===== config.mk =====
export PLATFORM = sky130hd
export DESIGN_NAME = fifo_rr_enq_arb
export DESIGN_NICKNAME = d
export VERILOG_FILES = /design/src/rtl/fifo_rr_enq_arb.sv
export SDC_FILE = /design/constraint.sdc
export NUM_CORES = 1
export LEC_CHECK = 0
export ABC_AREA = 1
export CAP_MARGIN = 5
export CORE_MARGIN = 5
export CORE_UTILIZATION = 35
export CTS_CLUSTER_SIZE = 28
export DETAILED_ROUTE_END_ITERATION = 6
export GPL_TIMING_DRIVEN = 0
export PLACE_DENSITY = 0.65
export REMOVE_ABC_BUFFERS = 1
export SETUP_SLACK_MARGIN = 0.15
export SYNTH_ARGS = -nofsm -noshare
export SYNTH_HDL_FRONTEND = slang
export SYNTH_SLANG_ARGS = --single-unit

===== constraint.sdc =====
create_clock -name CLK -period 4 [get_ports CLK]
set_clock_uncertainty 0.05 [all_clocks]
set_input_delay 1 -clock CLK [delete_from_list [all_inputs] [get_ports CLK]]
set_output_delay 1 -clock CLK [all_outputs]
set_load 0.005 [all_outputs]

===== src/rtl/fifo_rr_enq_arb.sv =====
// fifo_rr_enq_arb
//   Four-requester round-robin write arbiter in front of a FIFO, with a
//   fill/drain read controller and an optional contention counter.
//
//   Parameters
//     DW        data width per requester
//     DEPTH_LOG log2 of FIFO depth
//     RD_THR    fill level that starts draining (1..2^DEPTH_LOG)
//
//   Ports
//     CLK, RST   clock (posedge), asynchronous active-high reset
//     req, din   per-requester level request and packed data ([i*DW +: DW])
//     gnt        one-hot combinational accept
//     fifo_enq   registered enqueue strobe, fifo_din registered data
//     fifo_deq   combinational dequeue strobe (DRAIN only)
//     rd_rdy     downstream consumer ready
//     occ        resident entry count, draining = DRAIN state
//     stall_cnt  cycles with a pending request and no grant
//
//   Build option: define FIFO_RR_ENQ_ARB_STAT_EN to build the stall counter;
//   otherwise stall_cnt is tied to zero.
module fifo_rr_enq_arb #(
  parameter int DW        = 32,
  parameter int DEPTH_LOG = 12,
  parameter int RD_THR    = 3072
) (
  input  logic                 CLK,
  input  logic                 RST,
  input  logic [3:0]           req,
  input  logic [4*DW-1:0]      din,
  output logic [3:0]           gnt,
  output logic                 fifo_enq,
  output logic [DW-1:0]        fifo_din,
  output logic                 fifo_deq,
  input  logic                 rd_rdy,
  output logic [DEPTH_LOG:0]   occ,
  output logic                 draining,
  output logic [15:0]          stall_cnt
);

  localparam int OW = DEPTH_LOG + 1;
  // Depth expressed one bit wider than occ so occ + enq never wraps.
  localparam logic [OW:0]   DEPTH_W = {1'b0, 1'b1, {DEPTH_LOG{1'b0}}};
  localparam logic [OW-1:0] THR_W   = RD_THR[OW-1:0];
  localparam logic [OW-1:0] ONE_W   = {{(OW-1){1'b0}}, 1'b1};

  typedef enum logic {S_FILL, S_DRAIN} state_t;

  state_t          state_q, state_d;
  logic [1:0]      p_q, p_d;
  logic            enq_q;
  logic [DW-1:0]   din_q, din_d;
  logic [OW-1:0]   occ_q, occ_d;

  logic            room;
  logic            win_vld;
  logic [1:0]      win;
  logic            grant;

  // Room counts the enqueue already in flight so the FIFO can never overfill.
  assign room = ({1'b0, occ_q} + {{OW{1'b0}}, enq_q}) < DEPTH_W;

  // Round-robin scan starting at p; descending loop so the closest index wins.
  always_comb begin
    logic [1:0] idx;
    idx     = p_q;
    win_vld = 1'b0;
    win     = p_q;
    for (int k = 3; k >= 0; k--) begin
      idx = p_q + 2'(k);
      if (req[idx]) begin
        win_vld = 1'b1;
        win     = idx;
      end
    end
  end

  // Gate with RST so the combinational accept is quiet while held in reset.
  assign grant = win_vld && room && !RST;
  assign gnt   = grant ? (4'b0001 << win) : 4'b0000;

  assign fifo_deq = (state_q == S_DRAIN) && rd_rdy && (occ_q != '0) && !RST;

  always_comb begin
    p_d   = p_q;
    din_d = din_q;
    if (grant) begin
      p_d   = win + 2'd1;
      din_d = din[win*DW +: DW];
    end
  end

  always_comb begin
    occ_d = occ_q;
    case ({enq_q, fifo_deq})
      2'b10:   occ_d = occ_q + ONE_W;
      2'b01:   occ_d = occ_q - ONE_W;
      default: occ_d = occ_q;
    endcase
  end

  always_comb begin
    state_d = state_q;
    case (state_q)
      S_FILL:  if (occ_q >= THR_W) state_d = S_DRAIN;
      // Only leave DRAIN on a true underrun: empty with nothing landing.
      S_DRAIN: if ((occ_q == '0) && !enq_q) state_d = S_FILL;
      default: state_d = S_FILL;
    endcase
  end

  always_ff @(posedge CLK or posedge RST) begin
    if (RST) begin
      state_q <= S_FILL;
      p_q     <= 2'd0;
      enq_q   <= 1'b0;
      din_q   <= '0;
      occ_q   <= '0;
    end else begin
      state_q <= state_d;
      p_q     <= p_d;
      enq_q   <= grant;
      din_q   <= din_d;
      occ_q   <= occ_d;
    end
  end

  assign fifo_enq = enq_q;
  assign fifo_din = din_q;
  assign occ      = occ_q;
  assign draining = (state_q == S_DRAIN);

`ifdef FIFO_RR_ENQ_ARB_STAT_EN
  logic [15:0] stall_q;
  always_ff @(posedge CLK or posedge RST) begin
    if (RST)
      stall_q <= '0;
    else if ((req != 4'b0000) && !grant && (stall_q != 16'hFFFF))
      stall_q <= stall_q + 16'd1;
  end
  assign stall_cnt = stall_q;
`else
  assign stall_cnt = 16'd0;
`endif

endmodule

* Yosys cells after proc, flatten, opt, wreduce, memory -nomap -nowiden
Cells that the tools add are included.
** Word-level totals
- Bits in registers :: 49
- Latch bits :: 0
- RAM bits :: 0
- Memory bits (read-only) :: 0
- Input port bits :: 135
- Output and inout bits :: 68
- Logic and storage cells :: 55
- Memories :: 0
** Cells by class
- Add/subtract/negate cells :: 7
- Multiply operators :: 0
- Divide/modulo/power cells :: 0
- Order comparisons :: 6
- Eq/ne operators :: 2
- Shift-type cells :: 2
- Mux-type cells :: 21
- Bitwise gates (word level) :: 1
- Reductions and logical operators :: 11
** Operator list (number)
- variable part select 128 x 8 -> 32 bit :: 1
- case mux 13 bit (2 select lines) :: 1
- adder 13 x 1 -> 14 bit :: 1
- less-than comparator 14 x 13 -> 1 bit (second input constant) :: 1
- adder 13 x 1 -> 13 bit (second input constant) :: 1
- >= comparator 13 x 12 -> 1 bit (second input constant) :: 1
- logical NOT 13 bit :: 1
- nonzero test 13 bit :: 1
- subtractor 13 x 1 -> 13 bit (second input constant) :: 1
- less-than comparator 2 x 3 -> 1 bit (second input constant) :: 4
- two-way mux 1 bit :: 10
- binary-select mux 1 bit (select 2 bit) :: 4
- two-way mux 2 bit :: 4
- logical AND 1 bit :: 6
- adder 2 x 1 -> 2 bit (second input constant) :: 2
- adder 2 bit (second input constant) :: 2
- two-way mux 4 bit :: 1
- << shifter 1 x 2 -> 4 bit (first input constant) :: 1
- == test 2 x 1 -> 1 bit (second input constant) :: 1
- == test 2 bit (second input constant) :: 1
- logical NOT 1 bit :: 2
- case mux 1 bit (2 select lines) :: 1
- nonzero test 2 bit :: 1
- NOT 1 bit :: 1

* Logic depth before layout (Yosys ltp)
- Depth in word-level cells :: 10
- Gate-level depth with buffers :: 18
- Depth with buffers taken out :: 16

* Least setup slack after synthesis
Ideal clock, no wire load.
- Kind :: in2reg
- Start point :: input port RST
- End point :: register occ_q[10], in the netlist occ[10]
- Library setup time :: 0.118 ns
- Arrival :: 3.979 ns
- Required time :: 3.832 ns
- Slack :: -0.147 ns
- Stages on the path :: 12
- Path buffers :: 0
- Cell sequence :: inv_1 > nand3_1 > nor2_1 > ha_1 > fa_1 > nand2_1 > a21oi_1 > a21oi_1 > o21ai_0 > o21ai_0 > a21oi_1 > nor2_1
** Between the ends
- Longest elaborated chain between the ends :: 4
- Elaborated cells on any way between the ends :: 6
- Those cells by class :: eq/ne: 2; mux: 1; reduce/logical: 3
** RTL lines
- start, declared :: RTL line 28 : input logic RST,
- logical NOT 1 bit (no line) (*)
- logical AND 1 bit (*) :: RTL line 82 : assign fifo_deq = (state_q == S_DRAIN) && rd_rdy && (occ_q != '0) && !RST;
- named net fifo_deq :: RTL line 34 : output logic fifo_deq,
- == test 2 x 1 -> 1 bit or == test 2 bit (tied branches) :: RTL line 95 : case ({enq_q, fifo_deq})
- case mux 13 bit (2 select lines) or nonzero test 2 bit (tied branches)
- end signal, assigned :: RTL line 118 : occ_q <= '0;
- end signal, assigned :: RTL line 124 : occ_q <= occ_d;
- end, declared :: RTL line 53 : logic [OW-1:0] occ_q, occ_d;
Mark *: on every way through the listed nets, which the timed path passes. The rest lies on a longest branch.
A chain may end at the register's enable or synchronous reset.

* Final worst setup path
- Start point :: input port RST
- End point :: output port fifo_deq
** Between the ends
- Longest elaborated chain between the ends :: 2
** RTL lines (RTL line)
- logical NOT 1 bit (no line)
- logical AND 1 bit :: 82
- end, declared :: 34
Every way passes these cells.

==> flow_metrics.tcl <==
set metrics [dict create \
    status "complete, no violations" \
    fillCellCount 1323 \
    dr.pass1.iters 4 \
    crit_top_cell "clkdlybuf4s50_1" \
    required_ns 2.95 \
    synthToLayoutAreaGrowth_pct 52.2 \
    port_buffers 186 \
    synth-seq-cells 49 \
    crit_type "in2out" \
    drcViolationCount 0 \
    grt_pass1_wl_mm 26.8 \
    path_clk_slew_ns 0.07 \
    tightest_slew_ns 1.18 \
    arrival_ns 2.65 \
    path_cells "clkdlybuf4s50_1 > bufinv_8 > nand3_1 > nor2_1 > clkdlybuf4s50_1" \
    worst-path-buf-inv 3 \
    finalNetCount 1114 \
    synth_area_mm2 0.00460 \
    cts_buffers 5 \
    setup_slack_ns 0.302 \
    r2r_slack_ns 0.95 \
    gp_congestion 0.852 \
    rsz0062_at_grt "false" \
    clk_path_buf_depth 2 \
    clock.fmax_mhz 270 \
    die_w_um 125 \
    drv_cap 0 \
    place_inst 1094 \
    ant_nets 0 \
    boundaryPins 203 \
    viasPerCell 4.66 \
    die-area_mm2 0.0155 \
    h-tree-depth 2 \
    hpwl_mm 10.7 \
    core_area_mm2 0.0127 \
    cp_slowest_cell "clkdlybuf4s50_1" \
    seqCellArea_mm2 0.00123 \
    cts-root-buf "clkbuf_16" \
    finalWirelength_mm 17.0 \
    final_cells 1136 \
    grt_remaining_overflow 0 \
    ys.warnings.count 0 \
    start_util 0.361 \
    hold_path_class "reg2reg" \
    max_stage_delay_ns 0.56 \
    first_global_vias 5119 \
    antenna_found_initial 1 \
    cts_tree "done" \
    synth.distinct_cells 35 \
    fin_crit_ns 3.70 \
    cp-start-kind "primary input" \
    die_height_um 125 \
    final_hold_viol_count 0 \
    wl_per_cell_um 14.9 \
    synth_seq_area_share 0.267 \
    slew_headroom 0.213 \
    synthCells 772 \
    cts.sinks 49 \
    avgSynthCellArea_um2 5.95 \
    grt_start_max_net_pins 36 \
    power_density_mw_per_mm2 772 \
    post-route-period-util 0.925 \
    rows 41 \
    drive_above_1_share 0.0862 \
    first_iter_violations 303 \
    grt.total_usage 0.210 \
    total_power_mw 5.40 \
    cp-end-kind "output port" \
    clock_latency_ns 0.29 \
    leakage_nw 3.84 \
    worstPathMaxFanout 25 \
    dp_slack_ns -2.44 \
    crit_family "buffers and inverters" \
    vias 5291 \
    multiInputGateArea_mm2 0.00269 \
    finalMaxSlewViolations 0 \
    setup_viol 0 \
    peakVddDrop_uv 446 \
]
worst reg2reg max path, cell delays in order, from the launching register on:
cell     delay (ns)
dfrtp_1        0.84
inv_4          0.14
nand2_1        0.13
nand2_2        0.07
inv_2          0.07
nand2_1        0.06
o21ai_2        0.07
buf_4          0.15
nand2_4        0.07
nand2_4        0.09
nand2_8        0.07
buf_4          0.19
buf_4          0.21
nand2_4        0.37
nand2_1        0.11
nand3_1        0.08
nand2_1        0.06
nand2_1        0.05
nand2_1        0.07
worst paths after layout:
check / start / cells past startpoint / endpoint
setup / recovery: RST / 5 / fifo_deq
max in group asynchronous: RST / 3 / fifo_din[29]
min in group asynchronous: RST / 2 / fifo_din[3]
setup reg to reg: p_q[0] / 18 / fifo_din[11]
hold reg to reg: fifo_din[4] / 2 / fifo_din[4]
hold / removal: fifo_din[4] / 2 / fifo_din[4]
where the power goes:
part           switching [mW]  internal [mW]
combinational            2.46           1.60
clock                   0.196          0.233
sequential              0.198          0.716
total                    2.85           2.55
cells in the final DEF (no fill, tap or decap), types with 5 or more instances in the layout:
cell type and n:
a21oi_1 11, buf_4 23, clkbuf_16 5, clkdlybuf4s50_1 178
conb_1 16, dfrtp_1 49, ha_1 15, inv_1 157
inv_2 5, nand2_1 244, nand2_2 6, nand2_4 11
nand3_1 140, nand4_1 7, nor2_1 25, o21ai_0 17
registers in the layout, summed over array words and instances, names as in the netlist:
signal    cells
occ          13
p_q           2
draining      1
fifo_din     32
fifo_enq      1
kinds of logic (layout without fill, tap and decap cells):
logic type                 Yosys count  after routing  synth area share
and+or+nand+nor                    441            449             0.412
buffers and inverters              219            386             0.212
DFF                                 49             49             0.267
AOI/OAI and AO/OA                   42             43            0.0545
adders and majority gates           17             17            0.0479
xor gates and xnor gates             3              3           0.00572
other                                1             17          0.000816
what timing repair did:
item | 4_1_cts | 5_1_grt
setup endpoints to repair | 44 | 10
pin swaps | 9 | 10
gates resized for setup | 38 | 18
buffers inserted | 22 | 2
gates cloned | 9 | 0
hold buffers | 0 | 0
per-layer routing:
layer  global-route usage  wire [µm]  up-vias
met5                    0          0        -
met3               0.0733       1550       11
li1                     -          -     2710
met4               0.0277        117        0
met1                0.250       6930     2393
met2                0.373       8370      177
layout make-up:
class,count,area share
timing repair buffer,212,0.297
sequential,49,0.175
clock inverter,2,0.00215
clock buffer,6,0.0184
antenna,1,0.000358
tap,172,0.0308
multi-input combinational,528,0.385
inverter,166,0.0916
Yosys cell counts:
cell	instances	area (µm²)
a211oi_1	2	15.0
a21o_1	1	7.51
a21oi_1	13	65.1
a21oi_4	1	16.3
buf_1	1	3.75
buf_2	22	110
buf_4	19	143
buf_6	7	78.8
clkbuf_1	4	15.0
clkinv_1	2	7.51
conb_1	1	3.75
dfrtp_1	49	1230
fa_1	1	20.0
ha_1	16	200
inv_1	160	601
inv_2	3	11.3
inv_4	1	6.26
nand2_1	250	938
nand2_2	8	50.1
nand3_1	143	716
nand3_2	1	10.0
nand4_1	7	43.8
nor2_1	27	101
nor2_4	1	11.3
nor3_1	2	10.0
nor4_1	1	6.26
o211a_1	1	10.0
o21ai_0	17	85.1
o21ai_2	2	17.5
o21bai_1	1	7.51
o22ai_1	3	18.8
o31ai_1	1	7.51
or2_2	1	6.26
xnor2_1	1	8.76
xor2_1	2	17.5
through the flow:
stage / utilization / TNS (ns) / area [µm²] / hold slack [ns]
2_1_floorplan: - / -2.63 / 4300 / 0.422
5_1_grt: 0.550 / 0 / 6990 / 0.457
3_5_place_dp: 0.505 / -42.92 / 6420 / 0.414
4_1_cts: 0.544 / 0 / 6920 / 0.433
3_3_place_gp: 0.501 / -74.15 / 6380 / 0.412
6_report: 0.550 / 0 / 6990 / 0.429
(Power assumes the default switching activity.)
